--- config.mk ---
export PLATFORM = sky130hd
export DESIGN_NAME = gst_dmasnd_engine
export DESIGN_NICKNAME = d
export VERILOG_FILES = /design/src/rtl/gst_dmasnd_engine.sv
export SDC_FILE = /design/constraint.sdc
export NUM_CORES = 1
export LEC_CHECK = 0
export ABC_AREA = 1
export CAP_MARGIN = 20
export CORE_ASPECT_RATIO = 1.2
export CORE_MARGIN = 2
export CORE_UTILIZATION = 59
export CTS_CLUSTER_DIAMETER = 150
export CTS_CLUSTER_SIZE = 10
export DETAILED_ROUTE_END_ITERATION = 10
export PLACE_DENSITY = 0.82
export SYNTH_ARGS = -nofsm -noshare
export SYNTH_HDL_FRONTEND = slang
export SYNTH_SLANG_ARGS = --single-unit
--- constraint.sdc ---
create_clock -name clk32 -period 3 [get_ports clk32]
set_clock_uncertainty 0.1 [all_clocks]
set_input_delay 0.6 -clock clk32 [delete_from_list [all_inputs] [get_ports clk32]]
set_output_delay 0.6 -clock clk32 [all_outputs]
set_load 0.05 [all_outputs]
--- src/rtl/gst_dmasnd_engine.sv ---
// DMA sound playback engine: true-full word FIFO, sample-rate tick and 8/16-bit stereo/mono unpack.
// Optional DMASND_UNDERRUN_CNT_EN adds a saturating underrun_cnt output.
module gst_dmasnd_engine #(
   parameter int unsigned FIFO_ADDR_BITS = 3,
   parameter int unsigned REQ_FREE       = 2,
   parameter int unsigned CLK_DIV        = 640,
   parameter int unsigned AUDIO_W        = 16
) (
   input  logic                      clk32,
   input  logic                      resb,
   input  logic [3:0]                mode,
   input  logic                      flush,
   input  logic                      SLOAD_N,
   input  logic [15:0]               MDIN,
   output logic                      SREQ,
   output logic [AUDIO_W-1:0]        audio_left,
   output logic [AUDIO_W-1:0]        audio_right,
   output logic                      sample_tick,
   output logic                      underrun,
   output logic                      overflow,
   output logic [FIFO_ADDR_BITS:0]   level
`ifdef DMASND_UNDERRUN_CNT_EN
   ,
   output logic [7:0]                underrun_cnt
`endif
);

   localparam int unsigned DEPTH = 2 ** FIFO_ADDR_BITS;
   localparam int unsigned DIV_W = (CLK_DIV > 1) ? $clog2(CLK_DIV) : 1;
   localparam int unsigned LW    = FIFO_ADDR_BITS + 1;

   typedef logic [FIFO_ADDR_BITS-1:0] ptr_t;

   logic [DIV_W-1:0]   div_cnt_q;
   logic               base_en_q;
   logic [2:0]         aclk_cnt_q;
   logic               aclk_en_q;
   logic               rate_ok;
   logic               sload_q;
   ptr_t               wr_ptr_q, rd_ptr_q;
   logic               bytesel_q, bytesel_d;
   logic [LW-1:0]      level_q, level_d;
   logic [15:0]        fifo [DEPTH];
   logic [15:0]        word0, word1;
   logic [LW-1:0]      need, consume;
   logic [AUDIO_W-1:0] left_d, right_d;
   logic [7:0]         sel_byte;
   logic               do_tick, starved, do_read, wr_req, full, do_write;

   // Sign-flip and left-justify a 16-bit sample into AUDIO_W bits.
   function automatic logic [AUDIO_W-1:0] conv(input logic [15:0] s);
      logic [AUDIO_W+15:0] w;
      w = {~s[15], s[14:0], {AUDIO_W{1'b0}}};
      return AUDIO_W'(w >> 16);
   endfunction

   always_comb begin
      rate_ok = 1'b0;
      unique case (mode[1:0])
         2'b11: rate_ok = 1'b1;
         2'b10: rate_ok = ~aclk_cnt_q[0];
         2'b01: rate_ok = (aclk_cnt_q[1:0] == 2'b00);
         2'b00: rate_ok = (aclk_cnt_q == 3'b000);
      endcase
   end

   always_ff @(posedge clk32 or negedge resb) begin
      if (!resb) begin
         div_cnt_q  <= '0;
         base_en_q  <= 1'b0;
         aclk_cnt_q <= '0;
         aclk_en_q  <= 1'b0;
         sload_q    <= 1'b1;
      end else begin
         div_cnt_q  <= (div_cnt_q == DIV_W'(CLK_DIV - 1)) ? '0 : div_cnt_q + DIV_W'(1);
         base_en_q  <= (div_cnt_q == '0);
         if (base_en_q) aclk_cnt_q <= aclk_cnt_q + 3'd1;
         // Gate uses the pre-increment count so every rate ticks on aclk_cnt == 0.
         aclk_en_q  <= base_en_q & rate_ok;
         sload_q    <= SLOAD_N;
      end
   end

   assign word0    = fifo[rd_ptr_q];
   assign word1    = fifo[ptr_t'(rd_ptr_q + ptr_t'(1))];
   assign sel_byte = bytesel_q ? word0[7:0] : word0[15:8];

   always_comb begin
      need      = LW'(1);
      consume   = LW'(1);
      left_d    = audio_left;
      right_d   = audio_right;
      bytesel_d = bytesel_q;
      unique case (mode[3:2])
         2'b10: begin
            need    = LW'(2);
            consume = LW'(2);
            left_d  = conv(word0);
            right_d = conv(word1);
         end
         2'b11: begin
            left_d  = conv(word0);
            right_d = conv(word0);
         end
         2'b00: begin
            left_d  = conv({word0[15:8], 8'h00});
            right_d = conv({word0[7:0], 8'h00});
         end
         2'b01: begin
            // Mono 8-bit plays the high byte first; the word retires after the low byte.
            left_d    = conv({sel_byte, 8'h00});
            right_d   = conv({sel_byte, 8'h00});
            consume   = bytesel_q ? LW'(1) : LW'(0);
            bytesel_d = ~bytesel_q;
         end
      endcase
   end

   assign do_tick  = aclk_en_q & ~flush;
   assign starved  = (level_q < need);
   assign do_read  = do_tick & ~starved;
   assign wr_req   = sload_q & ~SLOAD_N;
   assign full     = (level_q == LW'(DEPTH));
   assign do_write = wr_req & ~full & ~flush;
   assign level_d  = level_q + (do_write ? LW'(1) : LW'(0)) - (do_read ? consume : LW'(0));

   assign level = level_q;
   assign SREQ  = ((LW'(DEPTH) - level_q) >= LW'(REQ_FREE));

   always_ff @(posedge clk32) begin
      if (do_write) fifo[wr_ptr_q] <= MDIN;
   end

   always_ff @(posedge clk32 or negedge resb) begin
      if (!resb) begin
         wr_ptr_q    <= '0;
         rd_ptr_q    <= '0;
         level_q     <= '0;
         bytesel_q   <= 1'b0;
         overflow    <= 1'b0;
         sample_tick <= 1'b0;
         underrun    <= 1'b0;
         audio_left  <= {1'b1, {(AUDIO_W-1){1'b0}}};
         audio_right <= {1'b1, {(AUDIO_W-1){1'b0}}};
      end else begin
         sample_tick <= do_tick;
         underrun    <= do_tick & starved;
         if (flush) begin
            wr_ptr_q  <= '0;
            rd_ptr_q  <= '0;
            level_q   <= '0;
            bytesel_q <= 1'b0;
            overflow  <= 1'b0;
         end else begin
            level_q <= level_d;
            if (do_write) wr_ptr_q <= wr_ptr_q + ptr_t'(1);
            if (wr_req && full) overflow <= 1'b1;
            if (do_read) begin
               rd_ptr_q    <= rd_ptr_q + ptr_t'(consume);
               bytesel_q   <= bytesel_d;
               audio_left  <= left_d;
               audio_right <= right_d;
            end
         end
      end
   end

`ifdef DMASND_UNDERRUN_CNT_EN
   always_ff @(posedge clk32 or negedge resb) begin
      if (!resb) begin
         underrun_cnt <= '0;
      end else if (flush) begin
         underrun_cnt <= '0;
      end else if (do_tick && starved && underrun_cnt != 8'hFF) begin
         underrun_cnt <= underrun_cnt + 8'd1;
      end
   end
`endif

endmodule
==> results of run 1 <==
==> layer usage <==
metal | vias to the layer above | share of wire [%]
met5 | - | 0
met4 | 0 | 3.5
met3 | 59 | 7.6
met2 | 375 | 50
met1 | 3532 | 39
li1 | 3561 | -
==> flip-flops by register name (all words and copies together) (netlist names) <==
signal,flops
rd_ptr_q,3
overflow,1
fifo,128
audio_left,16
aclk_cnt_q,3
div_cnt_q,10
underrun,1
base_en_q,1
bytesel_q,1
sample_tick,1
wr_ptr_q,3
aclk_en_q,1
sload_q,1
level,4
audio_right,16
==> per-stage QoR <==
| step | util [%] | cell area (µm²) |
|---|---|---|
| 2_1_floorplan | - | 9370 |
| 3_3_place_gp | 66.3 | 10300 |
| 3_5_place_dp | 66.3 | 10300 |
| 4_1_cts | 69.9 | 10900 |
| 5_1_grt | 70.0 | 10900 |
| 6_report | 70.0 | 10900 |
==> cells in the final DEF (no fill, tap or decap), types with 5 or more instances in the layout <==
cell type,instances
a21oi_1,73
nor2_1,81
a31oi_1,8
o21ai_0,109
edfxtp_1,128
o211ai_1,51
o21ai_1,6
xor2_1,5
nor3_1,6
clkbuf_16,19
inv_1,98
dfrtp_1,58
buf_4,34
clkdlybuf4s50_1,61
nand3_1,77
nand2_1,191
ha_1,16
nand4_1,6
==> worst max-delay path: stages (launching register included) <==
cell and delay, ns:
dfrtp_1 0.45, inv_1 0.12, ha_1 0.31, nor4_1 0.29
nand3_1 0.11, dlygate4sd2_1 0.44
==> power breakdown <==
| group | leakage, µW | switching [µW] | total (µW) | internal (µW) |
|---|---|---|---|---|
| Clock | 0.000281 | 910 | 2140 | 1230 |
| Combinational | 0.00206 | 463 | 692 | 229 |
| Sequential | 0.00194 | 60.5 | 2960 | 2900 |
| Total | 0.00429 | 1430 | 5790 | 4360 |
==> cells by family after synthesis <==
group / after synthesis
and+or+nand+nor: 368
DFF: 190
buffers and inverters: 160
AOI/OAI and AO/OA: 252
adders and majority gates: 19
xor gates and xnor gates: 7
==> final timing paths <==
kind                                            start                    endpoint  cells after the start
setup / recovery                   level[0]$_DFF_PN0_                        SREQ                      5
hold / removal                                   resb  audio_right[8]$_DFFE_PN0P_                      1
setup reg to reg              rd_ptr_q[0]$_DFFE_PN0P_   audio_left[9]$_DFFE_PN0P_                      8
hold reg to reg            audio_left[10]$_DFFE_PN0P_  audio_left[10]$_DFFE_PN0P_                      2
max in group asynchronous                        resb           sload_q$_DFF_PN1_                      2
min in group clk32         audio_left[10]$_DFFE_PN0P_  audio_left[10]$_DFFE_PN0P_                      2
==> repair_timing <==
| item | 4_1_cts | 5_1_grt |
|---|---|---|
| setup endpoints to repair | 1 | 1 |
| pin swaps | 0 | 0 |
| resized for setup | 1 | 1 |
| gates cloned | 0 | 0 |
==> final cells by class <==
type,count,area (µm²)
Clock buffer,28,542
Clock inverter,4,26.3
Fill cell,1118,4660
Inverter,105,394
Multi-Input combinational cell,646,3270
Sequential cell,190,5400
Tap cell,208,260
Timing Repair Buffer,101,960
==> results.md, run 1 <==
| Stage | Result | This run |
|---|---|---|
| timing | Number of endpoints with negative hold slack in the final report | 0 |
| yosys | Multiplexer area fraction after synthesis | 0% |
| yosys | Number of nets in the synthesized netlist | 1039 |
| timing | Max Fclk | 351 MHz |
| floorplan | Die Y | 142 µm |
| yosys | Yosys warning count | 0 |
| clock network | Clock tree from TritonCTS | done |
| yosys | Fraction of the mapped netlist area in compound gates | 15.1% |
| global route | Met1 track demand over resource | 34.2% |
| hold path | Worst hold path class | primary input to asynchronous set/reset pin |
| global route | Number of antenna violations at the first check in global routing | 0 |
| yosys | Ys async rst share | 32.6% |
| power | Static leakage power | 0.00429 µW |
| timing | Final setup violation count | 0 |
| yosys | Main combinational cell family by area after synthesis | simple AND/OR/NAND/NOR gates |
| global route | Number of global-route vias before repair | 7366 |
| outcome | Failing checks | design-rule violations |
| critical path | Worst-path fanout max | 5 |
| final layout | Share of final-layout standard cells stronger than drive strength 1 | 7.36% |
| yosys | EDFF count, synth | 128 |
| timing | Worst relative slew slack | 45.9% |
| yosys | Simple-gate portion of the synthesized area | 16.3% |
| timing | Fin worst setup slack | 0.153 ns |
| drt | Detailed-router iteration count before antenna repair | 9 |
| floorplan | DIE AREA | 16800 µm² |
| global route | Wire length of the first global-routing pass | 36.5 mm |
| placement | Number of buffers inserted by port buffering | 63 |
| flow run | Number of maximum-capacitance constraint violations | 0 |
| timing | Final-layout setup total negative slack | 0 ns |
| final layout | Number of diodes added for antenna fixing | 0 |
| timing | Transition at the pin with the smallest max-transition slack | 0.804 ns |
| floorplan | Placeable core region | 15500 µm² |
| global route | Total congestion overflow | 0 |
| yosys | Post-synth design cell area | 9320 µm² |
| drt | Via count | 7527 |
| floorplan | Initial Util | 60.1% |
| yosys | Cell count after synthesis | 996 |
| outcome | Result of the run | complete, but fails checks |
| timing | Count of pins over their slew limit | 0 |
| drt | Wirelength, routed | 22.7 mm |
| global route | Met2 Track Usage GR | 47.8% |
| yosys | Post-synthesis average cell area | 9.36 µm² |
| clock network | Number of buffers inserted for hold repair after clock tree synthesis | 0 |
| yosys | FF+latch count, synth | 190 |
| critical path | Critical Path Start Type | flop |
| clock network | Setup repair bufs after CTS | 0 |
| drt | Per-cell routed wire length | 17.7 µm |
| yosys | Most instantiated library cell after synthesis | nand2_1 |
| power | Worst vdd rail ir drop | 0.000423 V |
| clock network | Root Buffer | clkbuf_16 |
| clock network | Clock latency on the worst-skew pair | 0.43 ns |
| yosys | Post-synthesis xor/xnor area fraction | 0.738% |
| critical path | Data required, critical path | 2.30 ns |
| placement | Worst Setup Slack post-DPL | -0.275 ns |
| global route | Busiest layer in global routing | met2 |
| final layout | Filler-free cell count of the finished design | 1282 |
| drt | Residual DRC | 1 |
| timing | Time the final worst path needs with I/O delays and setup | 2.85 ns |
| clock network | Bufs on Longest Clock Path | 2 |
| placement | Placed cell count | 1250 |
| final layout | Area delta synth->final | 16.4% |
| timing | Share of the clock period used by the worst path | 94.9% |
| placement | Routability congestion estimate | 0.853 |
| placement | Final HPWL from detailed placement | 14.4 mm |
| yosys | Ranking of synthesized cells by area | edfxtp_1 41%, dfrtp_1 16%, nand2_1 7.7%, o21ai_0 5.9%, nand3_1 4.1% |
| drt | Count of routing violations after the opening detailed-route iteration | 800 |
| critical path | Setup crit end kind | output port |
| yosys | Post-synth top area share | 41.2% |
| yosys | Count of distinct cell types in the synthesized netlist | 34 |
| power | Power Density | 533 nW/µm² |
| critical path | Class of the most critical setup path | flop to output port |
| timing | Worst hold slack | 0.000634 ns |
| power | Overall power after layout | 5790 µW |
| yosys | Commonest register cell after synthesis | edfxtp_1 |
| floorplan | Number of rows created at floorplan | 50 |
| drt | Via-per-instance ratio | 5.87 |
| yosys | Cell type with the largest total area after synthesis | edfxtp_1 |
| yosys | Adder-cell share of the synthesized area | 2.71% |
| critical path | Reg2Reg Setup Slack | 0.39 ns |
| floorplan | Horizontal die dimension | 119 µm |
| clock network | CTS Sinks | 190 |
| yosys | Top cells by count, synth | 191 x nand2_1, 128 x edfxtp_1, 110 x o21ai_0, 98 x inv_1, 81 x nor2_1 |
| clock network | TritonCTS buffer count | 17 |
| global route | Met3 Track Usage GR | 5.31% |
| floorplan | Boundary Pins | 64 |
| drt | Final antenna-violating net count | 0 |
| critical path | Arrival time of the worst setup path | 2.15 ns |
| clock network | Total number of H-tree levels | 4 |
| clock network | Clock-pin slew reported for the worst setup and hold paths after clock tree synthesis | 0.06 ns |
| global route | Global-route total usage across every layer | 28.1% |
| final layout | Final #Nets | 1104 |
| global route | Largest net degree at the start of global routing | 89 |
| yosys | Portion of the post-synthesis area used by sequential elements | 57.9% |
No activity file was read; power rests on OpenSTA's default activity.
==> run 2: changes to the inputs <==
--- a/config.mk
+++ b/config.mk
@@ -5,7 +5,6 @@
 export SDC_FILE = /design/constraint.sdc
 export NUM_CORES = 1
 export LEC_CHECK = 0
-export ABC_AREA = 1
 export CAP_MARGIN = 20
 export CORE_ASPECT_RATIO = 1.2
 export CORE_MARGIN = 2
@@ -14,6 +13,7 @@
 export CTS_CLUSTER_SIZE = 10
 export DETAILED_ROUTE_END_ITERATION = 10
 export PLACE_DENSITY = 0.82
+export SKIP_LAST_GASP = 1
 export SYNTH_ARGS = -nofsm -noshare
 export SYNTH_HDL_FRONTEND = slang
 export SYNTH_SLANG_ARGS = --single-unit
==> run 2 against run 1 <==
Compared with the run above: the flow now finishes without violations; sequential share of layout area is 1.1 points higher; count of clock-buffer cells in the layout down 8; first-iteration DRC count down 41%; sequential cell count is the same; critical endpoint unchanged; largest cell class unchanged.
==> results.md, run 2 <==
| Stage | Result | This run | Delta |
|---|---|---|---|
| outcome | Result of the run | complete, no violations | was complete, but fails checks |
| critical path | Critical path endpoint | SREQ | unchanged |
| critical path | Worst Setup SP | level[1]$_DFF_PN0_ | was level[0]$_DFF_PN0_ |
| floorplan | Die Y | 140 µm | was 142 µm |
| yosys | Ranking of synthesized cells by area | edfxtp_1 42%, dfrtp_1 16%, mux4_2 6.7%, mux2_2 5.3%, mux2i_1 4.2% | was edfxtp_1 41%, dfrtp_1 16%, nand2_1 7.7%, o21ai_0 5.9%, nand3_1 4.1% |
| timing | Count of pins over their slew limit | 0 | unchanged |
| global route | Global-route total usage across every layer | 26.6% | was 28.1% |
| critical path | Launch instance of the worst register-to-register path | rd_ptr_q[0]$_DFFE_PN0P_ | unchanged |
| yosys | Post-synth design cell area | 9050 µm² | was 9320 µm² |
| timing | Number of endpoints with negative hold slack in the final report | 0 | unchanged |
| timing | Worst relative slew slack | 56.2% | was 45.9% |
| power | Power Density | 514 nW/µm² | was 533 nW/µm² |
| final layout | Area taken by flip-flops and latches | 5400 µm² | unchanged |
| clock network | Root Buffer | clkbuf_16 | unchanged |
| clock network | CTS Sinks | 190 | unchanged |
| final layout | Flip-flop count of the largest register, all copies and words added | 128 | unchanged |
| timing | Share of the clock period used by the worst path | 96.4% | was 94.9% |
| floorplan | Boundary Pins | 64 | unchanged |
| placement | Number of buffers inserted by port buffering | 63 | unchanged |
| critical path | Critical Path Start Type | flop | unchanged |
| clock network | Bufs on Longest Clock Path | 2 | unchanged |
| drt | Detailed-router iteration count before antenna repair | 5 | was 9 |
| power | Relative contribution of combinational cells to total power | 7.8% | was 12.0% |
| floorplan | Placeable core region | 15000 µm² | was 15500 µm² |
| critical path | Data required, critical path | 2.30 ns | about the same |
| critical path | Reg2Reg Setup Slack | 0.33 ns | was 0.39 ns |
| global route | Wire length of the first global-routing pass | 31.9 mm | was 36.5 mm |
| yosys | Post-synth top area share | 42.5% | was 41.2% |
| yosys | Cell count after synthesis | 614 | was 996 |
| yosys | Portion of the post-synthesis area used by sequential elements | 59.6% | was 57.9% |
| power | Worst vdd rail ir drop | 0.000458 V | was 0.000423 V |
| yosys | Yosys warning count | 0 | unchanged |
| final layout | Leading cell type in the layout, fill and taps excluded | edfxtp_1 | was nand2_1 |
| critical path | Arrival time of the worst setup path | 2.19 ns | was 2.15 ns |
| timing | Setup repair after global routing missed its margin | no |  |
| final layout | Final #Nets | 738 | was 1104 |
| final layout | Post-route cell area | 10600 µm² | was 10900 µm² |
| drt | Count of routing violations after the opening detailed-route iteration | 475 | was 800 |
| critical path | Capture point of the worst reg-to-reg path | audio_right[5]$_DFFE_PN0P_ | was audio_left[9]$_DFFE_PN0P_ |
| critical path | Class of the most critical setup path | flop to output port | unchanged |
| power | Static leakage power | 0.00379 µW | was 0.00429 µW |
| final layout | Final Util | 70.7% | was 70.0% |
| yosys | Multiplexer area fraction after synthesis | 18.0% | was 0% |
| yosys | Number of nets in the synthesized netlist | 657 | was 1039 |
| final layout | Total area of multi-input combinational cells | 3380 µm² | was 3270 µm² |
| final layout | Share of final-layout standard cells stronger than drive strength 1 | 21.3% | was 7.36% |
| yosys | Simple-gate portion of the synthesized area | 6.25% | was 16.3% |
| yosys | Post-synthesis average cell area | 14.7 µm² | was 9.36 µm² |
| drt | Per-cell routed wire length | 22.3 µm | was 17.7 µm |
| timing | Fin worst setup slack | 0.108 ns | was 0.153 ns |
| global route | Total congestion overflow | 0 | unchanged |
| final layout | Number of diodes added for antenna fixing | 0 | unchanged |
| critical path | Cells along the critical path | inv_1 > ha_1 > nor3_1 > a31oi_1 > or3_1 > dlygate4sd2_1 | was inv_1 > ha_1 > nor4_1 > nand3_1 > dlygate4sd2_1 |
| clock network | Clock latency on the worst-skew pair | 0.43 ns | about the same |
| flow run | Number of maximum-capacitance constraint violations | 0 | unchanged |
| power | Switching power total | 1220 µW | was 1430 µW |
| power | Switching portion of total power | 22.4% | was 24.7% |
| critical path | Delay of the slowest cell on the worst path | 0.47 ns | was 0.45 ns |
| floorplan | Initial Util | 60.3% | was 60.1% |
| drt | Residual DRC | 0 | was 1 |
| placement | Post-DP Area | 10100 µm² | was 10300 µm² |
| power | Part of the power in registers | 53.0% | was 51.1% |
| critical path | Setup crit end kind | output port | unchanged |
| final layout | Most flops, register | fifo | unchanged |
| global route | Number of global-route vias before repair | 5861 | was 7366 |
| clock network | Clock tree from TritonCTS | done | unchanged |
| yosys | Cell type with the largest total area after synthesis | edfxtp_1 | unchanged |
| drt | Wirelength, routed | 20.4 mm | was 22.7 mm |
| power | Internal power | 4230 µW | was 4360 µW |
| clock network | TritonCTS buffer count | 17 | unchanged |
| yosys | Count of distinct cell types in the synthesized netlist | 50 | was 34 |
| placement | Routability congestion estimate | 0.814 | was 0.853 |
| floorplan | DIE AREA | 16400 µm² | was 16800 µm² |
| timing | Max Fclk | 346 MHz | was 351 MHz |
| yosys | Commonest register cell after synthesis | edfxtp_1 | unchanged |
| placement | Placed cell count | 880 | was 1250 |
| final layout | Leading cell types in the layout, fill and taps excluded | 128 x edfxtp_1, 61 x clkdlybuf4s50_1, 58 x dfrtp_1 | was 191 x nand2_1, 128 x edfxtp_1, 109 x o21ai_0 |
| final layout | Filler-free cell count of the finished design | 912 | was 1282 |
| drt | Via count | 5719 | was 7527 |
| yosys | FF+latch count, synth | 190 | unchanged |
| global route | Met3 Track Usage GR | 5.44% | was 5.31% |
| timing | Time the final worst path needs with I/O delays and setup | 2.89 ns | was 2.85 ns |
| critical path | Worst Reg-to-Reg Cells | 6 | was 8 |
| yosys | EDFF count, synth | 128 | unchanged |
| clock network | Total number of H-tree levels | 4 | unchanged |
| yosys | Fraction of the mapped netlist area in compound gates | 8.28% | was 15.1% |
| yosys | Post-synthesis xor/xnor area fraction | 1.53% | was 0.738% |
| placement | Worst Setup Slack post-DPL | -0.258 ns | was -0.275 ns |
| drt | Final antenna-violating net count | 0 | unchanged |
| final layout | Top Registers | fifo (128), audio_left (16), audio_right (16) | unchanged |
| global route | Met1 track demand over resource | 33.1% | was 34.2% |
| yosys | Ys async rst share | 32.6% | unchanged |
| yosys | Adder-cell share of the synthesized area | 2.79% | was 2.71% |
| critical path | Worst-path fanout max | 6 | was 5 |
| timing | Transition at the pin with the smallest max-transition slack | 0.657 ns | was 0.804 ns |
| floorplan | Horizontal die dimension | 117 µm | was 119 µm |
| global route | Largest net degree at the start of global routing | 88 | was 89 |
| drt | Via-per-instance ratio | 6.27 | was 5.87 |
| global route | Met2 Track Usage GR | 45.4% | was 47.8% |
| timing | Final setup violation count | 0 | unchanged |
| placement | Final HPWL from detailed placement | 13.3 mm | was 14.4 mm |
| power | Part of the total power dissipated in the clock network | 39.2% | was 37.0% |
| global route | Number of antenna violations at the first check in global routing | 0 | unchanged |
| clock network | Setup repair bufs after CTS | 0 | unchanged |
| hold path | Worst hold path class | primary input to asynchronous set/reset pin | unchanged |
| clock network | Clock-pin slew reported for the worst setup and hold paths after clock tree synthesis | 0.06 ns | about the same |
| floorplan | Number of rows created at floorplan | 49 | was 50 |
| final layout | Area delta synth->final | 17.3% | was 16.4% |
| yosys | Top cells by count, synth | 128 x edfxtp_1, 59 x dfrtp_1, 43 x mux2_2, 40 x nor2_1, 38 x mux2i_1 | was 191 x nand2_1, 128 x edfxtp_1, 110 x o21ai_0, 98 x inv_1, 81 x nor2_1 |
| final layout | Number of filler instances in the final layout | 1004 | was 1118 |
| yosys | Most instantiated library cell after synthesis | edfxtp_1 | was nand2_1 |
| yosys | Main combinational cell family by area after synthesis | multiplexers | was simple AND/OR/NAND/NOR gates |
| global route | Busiest layer in global routing | met2 | unchanged |
| critical path | Slowest CP cell | dfrtp_1 | unchanged |
-- run 2: cell count changes in the layout (fill, tap and decap cells not counted), moves of 14 or more --
cell,change
a21oi_1,-50
a221o_1,+14
inv_1,-82
mux2_2,+43
mux2i_1,+38
mux4_2,+27
nand2_1,-159
nand3_1,-72
nor2_1,-41
o211ai_1,-50
o21ai_0,-105
-- run 2: final cells by class --
class                      count  share of cell area [%]
tap                          204                    2.40
timing repair buffer          99                    9.02
clock buffer                  20                    4.11
clock inverter                12                    1.12
multi-input combinational    370                    31.8
sequential                   190                    50.9
inverter                      17                   0.625
-- run 2: logic make-up (layout without fill, tap and decap cells) --
logic type,after synthesis,after routing
DFF,190,190
and+or+nand+nor,119,119
muxes,114,114
AOI/OAI and AO/OA,103,103
buffers and inverters,54,148
adders and majority gates,19,19
xor gates and xnor gates,15,15
-- run 2: how the worst min path moves through the flow --
stage / start / endpoint / slack (ns)
after floorplan: resb / aclk_cnt_q[0]$_DFFE_PN0P_ / 0.20
after global placement: aclk_cnt_q[2]$_DFFE_PN0P_ / aclk_cnt_q[2]$_DFFE_PN0P_ / 0.36
after detailed placement: audio_left[11]$_DFFE_PN0P_ / audio_left[11]$_DFFE_PN0P_ / 0.37
after CTS: resb / div_cnt_q[7]$_DFF_PN0_ / 0.09
after global routing: resb / div_cnt_q[8]$_DFF_PN0_ / 0.12
final: resb / div_cnt_q[7]$_DFF_PN0_ / 0.09
-- run 2: worst max-delay path, delay by kind of cell, from the launching register on --
family	cells	cell delay [ns]
buffers and inverters	2	0.51
and+or+nand+nor	2	0.50
DFF	1	0.47
adders and majority gates	1	0.24
AOI/OAI and AO/OA	1	0.05
-- run 2: routing by layer --
metal / vias to the layer above / part of all wire [%]
li1: 2526 / -
met1: 2913 / 38
met2: 231 / 53
met3: 49 / 6.1
met4: 0 / 2.7
met5: - / 0
-- run 2: timing repair --
action	4_1_cts	5_1_grt
setup endpoints to repair	1	0
hold buffers	0	0
endpoints found under the hold margin	0	0
gates resized for setup	1	0
-- run 2: stage by stage --
step | TNS, ns | hold WS (ns) | total power, µW
floorplan | -0.368 | 0.204 | 3170
global placement | -0.512 | 0.363 | 3360
detailed placement | -0.685 | 0.375 | 3370
CTS | 0 | 0.0897 | 5470
global route | 0 | 0.123 | 5610
finish | 0 | 0.0902 | 5450
-- run 2: power groups by stage --
| stage | logic [µW] | registers [µW] | clock network, µW |
|---|---|---|---|
| finish | 426 | 2890 | 2140 |
| CTS | 427 | 2890 | 2160 |
| floorplan | 131 | 3040 | 0 |
| global placement | 416 | 2940 | 0 |
| detailed placement | 427 | 2940 | 0 |
| global route | 453 | 2890 | 2270 |
==> run 3: changes to the inputs <==
--- a/config.mk
+++ b/config.mk
@@ -12,6 +12,7 @@
 export CTS_CLUSTER_DIAMETER = 150
 export CTS_CLUSTER_SIZE = 10
 export DETAILED_ROUTE_END_ITERATION = 10
+export GPL_TIMING_DRIVEN = 1
 export PLACE_DENSITY = 0.82
 export SKIP_LAST_GASP = 1
 export SYNTH_ARGS = -nofsm -noshare
==> results of run 3 <==
Final layout, timing and power as in run 2 (identical DEF).
